<file path="src/rtl/mem_access_ctrl_if.sv">
// Bundle of the CPU-side request/response signals and the RAM handshake signals.
// The controller uses the slave modport; the environment (CPU + RAM) uses master.
interface mem_access_ctrl_if;
  logic        req;
  logic [5:0]  op;
  logic [31:0] addr;
  logic [31:0] wdata;
  logic        busy;
  logic        done;
  logic        err;
  logic [31:0] rdata;
  logic        mov;
  logic        rw;
  logic [31:0] ram_addr;
  logic [31:0] ram_din;
  logic [5:0]  ram_op;
  logic        moc;
  logic [31:0] ram_dout;

  modport slave (
    input  req, op, addr, wdata, moc, ram_dout,
    output busy, done, err, rdata, mov, rw, ram_addr, ram_din, ram_op
  );

  modport master (
    output req, op, addr, wdata, moc, ram_dout,
    input  busy, done, err, rdata, mov, rw, ram_addr, ram_din, ram_op
  );
endinterface

</file>
<file path="src/rtl/mem_access_ctrl.sv">
// Load/store sequencer between the CPU datapath and a byte-addressed RAM (MOV/MOC handshake).
// Define ALIGN_CHECK_EN to reject unaligned halfword/word accesses before they reach the RAM.
module mem_access_ctrl #(
  parameter int unsigned ADDR_MAX       = 511,
  parameter int unsigned TIMEOUT_CYCLES = 16
) (
  input logic               clk,
  input logic               reset,
  mem_access_ctrl_if.slave  bus_io
);

  localparam int unsigned CntW = $clog2(TIMEOUT_CYCLES + 1);

  localparam logic [5:0] OpLb  = 6'b100000;
  localparam logic [5:0] OpLh  = 6'b100001;
  localparam logic [5:0] OpLw  = 6'b100011;
  localparam logic [5:0] OpLbu = 6'b100100;
  localparam logic [5:0] OpLhu = 6'b100101;
  localparam logic [5:0] OpSb  = 6'b101000;
  localparam logic [5:0] OpSh  = 6'b101001;
  localparam logic [5:0] OpSw  = 6'b101011;

  typedef enum logic [1:0] {StIdle, StIssue, StWait, StFin} state_e;

  state_e            state_q;
  logic [5:0]        op_q;
  logic [CntW-1:0]   cnt_q;
  logic              busy_q, done_q, err_q, mov_q, rw_q;
  logic [31:0]       rdata_q, ram_addr_q, ram_din_q;
  logic [5:0]        ram_op_q;

  logic              op_ok, misalign, range_bad, reject;
  logic [2:0]        size;
  logic [32:0]       last_byte;
  logic [5:0]        ram_op_map;
  logic [31:0]       ld_data;

  // Request decode, evaluated on the live inputs while idle.
  always_comb begin
    op_ok    = 1'b1;
    size     = 3'd1;
    misalign = 1'b0;
    unique case (bus_io.op)
      OpLb, OpLbu, OpSb: size = 3'd1;
      OpLh, OpLhu, OpSh: size = 3'd2;
      OpLw, OpSw:        size = 3'd4;
      default:           op_ok = 1'b0;
    endcase
`ifdef ALIGN_CHECK_EN
    if (size == 3'd2) misalign = bus_io.addr[0];
    if (size == 3'd4) misalign = |bus_io.addr[1:0];
`else
    misalign = 1'b0;
`endif
    // 33-bit sum so an access wrapping past 2^32-1 is caught as out of range.
    last_byte  = {1'b0, bus_io.addr} + {30'd0, size} - 33'd1;
    range_bad  = last_byte > 33'(ADDR_MAX);
    reject     = !op_ok || range_bad || misalign;
    ram_op_map = (bus_io.op == OpLb) ? OpLbu :
                 (bus_io.op == OpLh) ? OpLhu : bus_io.op;
  end

  always_comb begin
    ld_data = bus_io.ram_dout;
    if (op_q == OpLb) ld_data = {{24{bus_io.ram_dout[7]}}, bus_io.ram_dout[7:0]};
    if (op_q == OpLh) ld_data = {{16{bus_io.ram_dout[15]}}, bus_io.ram_dout[15:0]};
  end

  always_ff @(posedge clk) begin
    if (reset) begin
      state_q    <= StIdle;
      op_q       <= '0;
      cnt_q      <= '0;
      busy_q     <= 1'b0;
      done_q     <= 1'b0;
      err_q      <= 1'b0;
      mov_q      <= 1'b0;
      rw_q       <= 1'b0;
      rdata_q    <= '0;
      ram_addr_q <= '0;
      ram_din_q  <= '0;
      ram_op_q   <= '0;
    end else begin
      unique case (state_q)
        StIdle: begin
          if (bus_io.req) begin
            op_q   <= bus_io.op;
            busy_q <= 1'b1;
            if (reject) begin
              state_q <= StFin;
              done_q  <= 1'b1;
              err_q   <= 1'b1;
            end else begin
              state_q    <= StIssue;
              mov_q      <= 1'b1;
              rw_q       <= ~bus_io.op[3];
              ram_addr_q <= bus_io.addr;
              ram_din_q  <= bus_io.wdata;
              ram_op_q   <= ram_op_map;
              cnt_q      <= '0;
            end
          end
        end
        StIssue: state_q <= StWait;
        StWait: begin
          if (bus_io.moc) begin
            if (!op_q[3]) rdata_q <= ld_data;
            mov_q   <= 1'b0;
            done_q  <= 1'b1;
            err_q   <= 1'b0;
            state_q <= StFin;
          end else if (cnt_q == CntW'(TIMEOUT_CYCLES - 1)) begin
            cnt_q   <= cnt_q + 1'b1;
            mov_q   <= 1'b0;
            done_q  <= 1'b1;
            err_q   <= 1'b1;
            state_q <= StFin;
          end else begin
            cnt_q <= cnt_q + 1'b1;
          end
        end
        StFin: begin
          done_q  <= 1'b0;
          err_q   <= 1'b0;
          busy_q  <= 1'b0;
          state_q <= StIdle;
        end
        default: state_q <= StIdle;
      endcase
    end
  end

  assign bus_io.busy     = busy_q;
  assign bus_io.done     = done_q;
  assign bus_io.err      = err_q;
  assign bus_io.rdata    = rdata_q;
  assign bus_io.mov      = mov_q;
  assign bus_io.rw       = rw_q;
  assign bus_io.ram_addr = ram_addr_q;
  assign bus_io.ram_din  = ram_din_q;
  assign bus_io.ram_op   = ram_op_q;

endmodule
</file>
<file path="src/flat_wrapper.sv">
// flat-port wrapper written by rule: the top's interface ports become plain ports
module mem_access_ctrl_flat 
#(
  parameter int unsigned ADDR_MAX       = 511,
  parameter int unsigned TIMEOUT_CYCLES = 16
)
  (clk, reset, bus_io_req, bus_io_op, bus_io_addr, bus_io_wdata, bus_io_moc, bus_io_ram_dout, bus_io_busy, bus_io_done, bus_io_err, bus_io_rdata, bus_io_mov, bus_io_rw, bus_io_ram_addr, bus_io_ram_din, bus_io_ram_op);
  mem_access_ctrl_if bus_io_i ();
  input logic clk;
  input logic reset;
  input wire logic [$bits(bus_io_i.req)-1:0] bus_io_req;
  input wire logic [$bits(bus_io_i.op)-1:0] bus_io_op;
  input wire logic [$bits(bus_io_i.addr)-1:0] bus_io_addr;
  input wire logic [$bits(bus_io_i.wdata)-1:0] bus_io_wdata;
  input wire logic [$bits(bus_io_i.moc)-1:0] bus_io_moc;
  input wire logic [$bits(bus_io_i.ram_dout)-1:0] bus_io_ram_dout;
  output wire logic [$bits(bus_io_i.busy)-1:0] bus_io_busy;
  output wire logic [$bits(bus_io_i.done)-1:0] bus_io_done;
  output wire logic [$bits(bus_io_i.err)-1:0] bus_io_err;
  output wire logic [$bits(bus_io_i.rdata)-1:0] bus_io_rdata;
  output wire logic [$bits(bus_io_i.mov)-1:0] bus_io_mov;
  output wire logic [$bits(bus_io_i.rw)-1:0] bus_io_rw;
  output wire logic [$bits(bus_io_i.ram_addr)-1:0] bus_io_ram_addr;
  output wire logic [$bits(bus_io_i.ram_din)-1:0] bus_io_ram_din;
  output wire logic [$bits(bus_io_i.ram_op)-1:0] bus_io_ram_op;
  assign bus_io_i.req = bus_io_req;
  assign bus_io_i.op = bus_io_op;
  assign bus_io_i.addr = bus_io_addr;
  assign bus_io_i.wdata = bus_io_wdata;
  assign bus_io_i.moc = bus_io_moc;
  assign bus_io_i.ram_dout = bus_io_ram_dout;
  assign bus_io_busy = bus_io_i.busy;
  assign bus_io_done = bus_io_i.done;
  assign bus_io_err = bus_io_i.err;
  assign bus_io_rdata = bus_io_i.rdata;
  assign bus_io_mov = bus_io_i.mov;
  assign bus_io_rw = bus_io_i.rw;
  assign bus_io_ram_addr = bus_io_i.ram_addr;
  assign bus_io_ram_din = bus_io_i.ram_din;
  assign bus_io_ram_op = bus_io_i.ram_op;
  mem_access_ctrl #(.ADDR_MAX(ADDR_MAX), .TIMEOUT_CYCLES(TIMEOUT_CYCLES)) u_core (.clk(clk), .reset(reset), .bus_io(bus_io_i));
endmodule
</file>
<file path="config.mk">
export PLATFORM = sky130hd
export DESIGN_NAME = mem_access_ctrl_flat
export DESIGN_NICKNAME = d
export VERILOG_FILES = /design/src/rtl/mem_access_ctrl_if.sv /design/src/rtl/mem_access_ctrl.sv /design/src/flat_wrapper.sv
export SDC_FILE = /design/constraint.sdc
export NUM_CORES = 1
export LEC_CHECK = 0
export CORE_MARGIN = 3
export CORE_UTILIZATION = 43
export DETAILED_ROUTE_END_ITERATION = 8
export GPL_TIMING_DRIVEN = 0
export PLACE_DENSITY = 0.8
export SLEW_MARGIN = 20
export SYNTH_ARGS = -nofsm -noshare
export SYNTH_HDL_FRONTEND = slang
export SYNTH_SLANG_ARGS = --single-unit
</file>
<file path="constraint.sdc">
create_clock -name clk -period 4.9 [get_ports clk]
set_input_delay 0.98 -clock clk [delete_from_list [all_inputs] [get_ports clk]]
set_output_delay 0.98 -clock clk [all_outputs]
set_load 0.1 [all_outputs]
</file>
**Word level (Yosys, flattened, before mapping)**

Cells that the tools add are included.

- Bits in registers: 120
- Input port bits: 106
- Output and inout port bits: 107
- Word-level logic and storage cells: 84

- Add/sub/neg operators: 3
- Order comparisons: 1
- Eq/ne operators: 19
- Mux-type cells: 29
- Bitwise logic cells: 3
- Reduce and logical (&&, ||, !) cells: 17

Operators by type and width:

| operator | number |
|---|---|
| two-way mux 32 bit | 2 |
| == test 6 bit, second input constant | 10 |
| adder 32 x 3 -> 33 bit | 1 |
| > comparator 33 x 9 -> 1 bit, second input constant | 1 |
| subtractor 33 x 1 -> 33 bit, second input constant | 1 |
| two-way mux 5 bit | 3 |
| two-way mux 6 bit | 2 |
| AND reduction 4 bit | 3 |
| two-way mux 1 bit | 11 |
| one-hot mux 5 bit (2 select lines) | 1 |
| two-way mux 2 bit | 4 |
| one-hot mux 2 bit (4 select lines) | 1 |
| OR reduction 8 bit | 1 |
| != test 2 bit, second input constant | 3 |
| one-hot mux 1 bit (3 select lines) | 2 |
| one-hot mux 3 bit (2 select lines) | 1 |
| AND reduction 2 bit | 3 |
| AND reduction 3 bit | 2 |
| adder 5 x 1 -> 5 bit, second input constant | 1 |
| == test 5 x 4 -> 1 bit, second input constant | 1 |
| == test 2 bit, second input constant | 2 |
| one-hot mux 1 bit (2 select lines) | 2 |
| nonzero test 2 bit | 2 |
| != test 3 x 2 -> 1 bit, second input constant | 1 |
| 9 further kinds | 11 |

**Logic depth before layout (Yosys ltp)**

- Depth after elaboration: 10
- Mapped depth: 20
- Depth with buffers taken out: 18

**Worst setup path before layout**

No wires, ideal clock.

- Kind: input-to-reg
- Start point: input bus_io_op[5]
- End point: register u_core.rw_q (netlist: u_core.bus_io.rw)
- Library setup time: 128 ps
- Data arrival time: 4843 ps
- Required time: 4772 ps
- Slack: -71 ps
- Stages: 16
- Buffers on the path: 1
- Cell sequence: nor2b_1 nand4b_1 ha_1 inv_1 ha_1 a211oi_1 o21ai_0 a22oi_2 mux2_4 nor4_2 nand4_1 or4b_4 nor4_4 buf_6 mux2i_1 nor2_1

- Word-level cells in the longest chain between the ends: 9
- Elaborated cells on any way between the ends: 20
- Those cells by class: add/sub (2); order compare (1); eq/ne (8); mux (2); bitwise (1); reduce/logical (6)

Ends and longest elaborated chain:

| item | line | RTL |
|---|---|---|
| start, declared | flat_wrapper.sv:12 | `input wire logic [$bits(bus_io_i.op)-1:0] bus_io_op;` |
| == test 6 bit | mem_access_ctrl.sv:43 | `unique case (bus_io.op)` |
| OR reduction 3 bit / OR reduction 2 bit (equally long branches) | mem_access_ctrl.sv:43 |  |
| one-hot mux 3 bit (2 select lines) | mem_access_ctrl.sv:43 |  |
| adder 32 x 3 -> 33 bit | mem_access_ctrl.sv:56 | `last_byte = {1'b0, bus_io.addr} + {30'd0, size} - 33'd1;` |
| subtractor 33 x 1 -> 33 bit | mem_access_ctrl.sv:56 |  |
| > comparator 33 x 9 -> 1 bit | mem_access_ctrl.sv:57 | `range_bad = last_byte > 33'(ADDR_MAX);` |
| logical OR 1 bit * | mem_access_ctrl.sv:58 | `reject = !op_ok \|\| range_bad \|\| misalign;` |
| inverter 1 bit (no source line) * | - |  |
| AND reduction 3 bit (no source line) * | - |  |
| end signal, assigned | mem_access_ctrl.sv:96 | `rw_q <= ~bus_io.op[3];` |
| end, declared | mem_access_ctrl.sv:28 | `logic busy_q, done_q, err_q, mov_q, rw_q;` |

Every way passes the cells marked *; elsewhere a longest branch is shown, timed or not.
A chain may end at the register's enable or synchronous reset.

**Worst setup path after layout**

- Start point: input bus_io_addr[1]
- End point: register u_core.cnt_q[0]

- Word-level cells in the longest chain between the ends: 6

Ends and longest elaborated chain:

| item | line | RTL |
|---|---|---|
| start, declared | flat_wrapper.sv:13 | `input wire logic [$bits(bus_io_i.addr)-1:0] bus_io_addr;` |
| adder 32 x 3 -> 33 bit | mem_access_ctrl.sv:56 |  |
| subtractor 33 x 1 -> 33 bit | mem_access_ctrl.sv:56 |  |
| > comparator 33 x 9 -> 1 bit | mem_access_ctrl.sv:57 |  |
| logical OR 1 bit | mem_access_ctrl.sv:58 |  |
| != test 2 bit (no source line) | - |  |
| AND reduction 4 bit (no source line) | - |  |
| end signal, assigned | mem_access_ctrl.sv:113 | `cnt_q <= cnt_q + 1'b1;` |
| end signal, assigned | mem_access_ctrl.sv:119 | `cnt_q <= cnt_q + 1'b1;` |
| end, declared | mem_access_ctrl.sv:27 | `logic [CntW-1:0] cnt_q;` |

No other way between the ends.

==> flow_summary.json <==
{
  "status": "finished, final reports clean",
  "synth_cell_types": 65,
  "port_buffers": 211,
  "grt_max_degree": 17,
  "synth.cell_area_um2": 6660,
  "num_antenna_cells": 0,
  "period_minus_slack_ns": 4.76,
  "cts_hold_buf": 0,
  "clk_latency_ns": 0.42,
  "vias": 7254,
  "post-route-period-util_pct": 97.1,
  "ir_worst_vdd_mv": 0.261,
  "holdWs_ns": 0.447,
  "io_pins": 213,
  "min_from": "u_core.bus_io.ram_din[16]",
  "synth_top_flop_cell": "dfxtp_1",
  "grt_use_met2_pct": 39.2,
  "final-setup-viol-count": 0,
  "synth_area_leaders": "dfxtp_1, nand2_1, a21oi_1",
  "max_cap_viol_count": 0,
  "ant_nets": 0,
  "start_util_pct": 44.8,
  "remaining_drc_errors": 0,
  "r2r-start": "u_core.state_q[0]",
  "hold_path_class": "reg2reg",
  "finalWorstSetupSlack_ns": 0.142,
  "maxSlewHeadroom_pct": 28.9,
  "cp.required_ns": 5.27,
  "dieHeight_um": 130,
  "htree_levels": 4,
  "final_cell_area_um2": 9980,
  "multiInputGateArea_um2": 3990,
  "grt_use_total_pct": 24.3,
  "nNetsFinal": 1292,
  "grt-busiest-layer": "met2",
  "syn2layout_area_growth_pct": 49.8,
  "drt_pass1_iterations": 5,
  "core_area_um2": 14900,
  "gr-usage-met3_pct": 5.28,
  "p_int_mw": 2.24,
  "dpl.hpwl_mm": 15.9,
  "p_sw_share_pct": 39.4,
  "grt_use_met1_pct": 31.8,
  "grt_pass1_vias": 6839,
  "drive_gt1_share_pct": 10.0,
  "antenna_found_initial": 0,
  "clock-root-buffer": "clkbuf_16",
  "worstPathArrival_ns": 5.13,
  "p_leak_nw": 3.79,
  "comb_power_share_pct": 36.1,
  "clkPwrFrac_pct": 34.2,
  "syn_area_per_cell_um2": 7.48,
  "switchingPower_mw": 1.45,
  "ys_seq_area_share_pct": 36.1,
  "wl_per_cell_um": 15.9,
  "fin_worst_skew_ns": 0.00843,
  "cp-start-kind": "primary input",
  "synth_seq_cells": 120,
  "clkTransAtPathRegs_ns": 0.06,
  "synthCells": 890,
  "cts_sinks": 120,
  "place_worst_setup_slack_ns": -1.54,
  "vias_per_cell": 5.41,
  "cts_tree": "done",
  "startpoint": "bus_io_addr[1]",
  "synth_top_area_share_pct": 36.1,
  "routabilityCongestion": 0.928,
  "power.density_nw_per_um2": 370,
  "fp-row-count": 44,
  "yosysWarnings": 0,
  "synth_fp_nets": 1037,
  "gr-total-overflow": 0,
  "place_area_um2": 9000,
  "synth-edff-count": 0,
  "cp-end-kind": "flip-flop",
  "routed_wl_mm": 21.3,
  "dieArea_um2": 17000,
  "synthArstFlopShare_pct": 0,
  "synth.largest_area_cell": "dfxtp_1",
  "grt_pass1_wl_mm": 33.2,
  "slew_violations": 0,
  "seq_power_share_pct": 29.7,
  "die_x_um": 130,
  "area.sequential_um2": 2400,
  "cts_buffer_depth": 2,
  "cts_buffers": 17,
  "timing.fmax_mhz": 210,
  "critPathMaxFanout": 5,
  "drt_iter0_drc": 579,
  "hold_viol": 0,
  "worst_slew_pin_slew_ns": 1.06,
  "n_fill_cell": 1265,
  "critPathKind": "in2reg"
}
## state kept, by name, summed over array words and instances (netlist names)
name	flops
u_core.bus_io.busy	1
u_core.bus_io.rdata	32
u_core.bus_io.ram_op	6
u_core.cnt_q	5
u_core.bus_io.done	1
u_core.bus_io.rw	1
u_core.bus_io.ram_addr	32
u_core.bus_io.ram_din	32
u_core.bus_io.err	1
u_core.state_q	2
u_core.op_q	6
u_core.bus_io.mov	1
## cell families (layout without fill, tap and decap cells)
kind of cell               Yosys count  after routing  share of synthesized area (%)
AOI/OAI and AO/OA                  251            251                           22.7
xor gates and xnor gates            13             13                           1.71
adders and majority gates           41             41                           7.82
buffers and inverters              102            370                           6.69
DFF                                120            120                           36.1
muxes                                7              7                           1.15
and+or+nand+nor                    356            356                           23.8
## cells in the final DEF, fill, tap and decap left out, types with 4 or more instances in the layout
cell type,count
clkdlybuf4s50_1,205
nand2_1,201
a21oi_1,131
dfxtp_1,120
nor2_1,67
inv_1,54
ha_1,37
clkbuf_1,31
o21ai_0,29
nor3_1,23
buf_4,21
clkbuf_16,17
nand4_1,14
a21o_1,11
buf_6,10
o211ai_1,9
xnor2_1,9
a311oi_1,9
a211oi_1,8
o21a_1,7
clkbuf_2,7
nand3_1,6
buf_2,5
mux2i_1,5
o32ai_1,5
o21bai_1,5
nand2b_1,5
inv_6,5
a21oi_2,4
and3_1,4
nor4_1,4
nor4_2,4
clkinv_4,4
## per-layer routing
layer  wire length [µm]  share of wire (%)  vias to the layer above
met4                578                2.7                        0
li1                   -                  -                     3619
met2              10100                 47                      244
met3               1360                6.4                       43
met5                  0                  0                        -
met1               9360                 44                     3348
## worst max-delay path, stage by stage
cell	delay [ns]
clkdlybuf4s50_1	0.50
inv_2	0.06
ha_4	0.22
inv_1	0.05
ha_2	0.17
inv_1	0.06
fa_2	0.33
nand2b_4	0.15
a21oi_4	0.20
buf_6	0.13
o211ai_1	0.15
a31oi_2	0.28
buf_4	0.15
a21oi_2	0.05
xnor2_2	0.17
or4_4	0.55
o41a_1	0.48
buf_4	0.19
nor4_2	0.15
a21o_1	0.11
## what timing repair did
item	4_1_cts	5_1_grt
endpoints found under the setup margin	79	79
setup buffers	15	10
resized for setup	36	22
pin swaps	20	17
## area by class of cell
class	instances	area share, %
plain buffers	47	2.47
clock buffers	18	4.30
clock inverters	14	1.66
inverters	55	2.07
multi-input cells	668	39.9
flip-flops and latches	120	24.1
well taps	184	2.31
repair buffers	236	23.2
## worst paths after layout
| check | endpoint | cells past startpoint | slack (ns) |
|---|---|---|---|
| worst max-delay path | u_core.cnt_q[0] | 20 | 0.14 |
| worst min-delay path | u_core.bus_io.ram_din[16] | 2 | 0.45 |
| worst max register to register | u_core.bus_io.rw | 11 | 2.16 |
| worst min register to register | u_core.bus_io.ram_din[16] | 2 | 0.45 |
## through the flow
stage	instances	util, %	total power, mW	setup TNS [ns]
2_1_floorplan	890	-	2.02	0
3_3_place_gp	1285	60.6	2.36	-103.11
3_5_place_dp	1285	60.6	2.37	-109.08
4_1_cts	1332	66.5	3.68	0
5_1_grt	1342	67.1	3.85	-0.0206
6_report	1342	67.1	3.69	0
## power groups by stage
stage | Clock [mW] | Sequential, mW | Combinational, mW
floorplan | 0 | 1.53 | 0.490
global placement | 0 | 1.11 | 1.24
detailed placement | 0 | 1.12 | 1.25
CTS | 1.28 | 1.10 | 1.30
global route | 1.33 | 1.11 | 1.42
finish | 1.26 | 1.10 | 1.33
## synthesized netlist by cell type, drive strengths merged (4+ instances only)
master,instances
mux2i,5
xnor2,10
nand2b,6
nand3,7
o21a,7
buf,14
o21bai,5
ha,40
a21o,11
nor3,24
nor2,67
o211ai,9
a311oi,10
o21ai,32
and3,4
nand2,204
dfxtp,120
a211oi,11
inv,55
nand4,14
clkbuf,33
a21oi,136
nor4,10
o32ai,5
No activity file was read; power rests on OpenSTA's default activity.
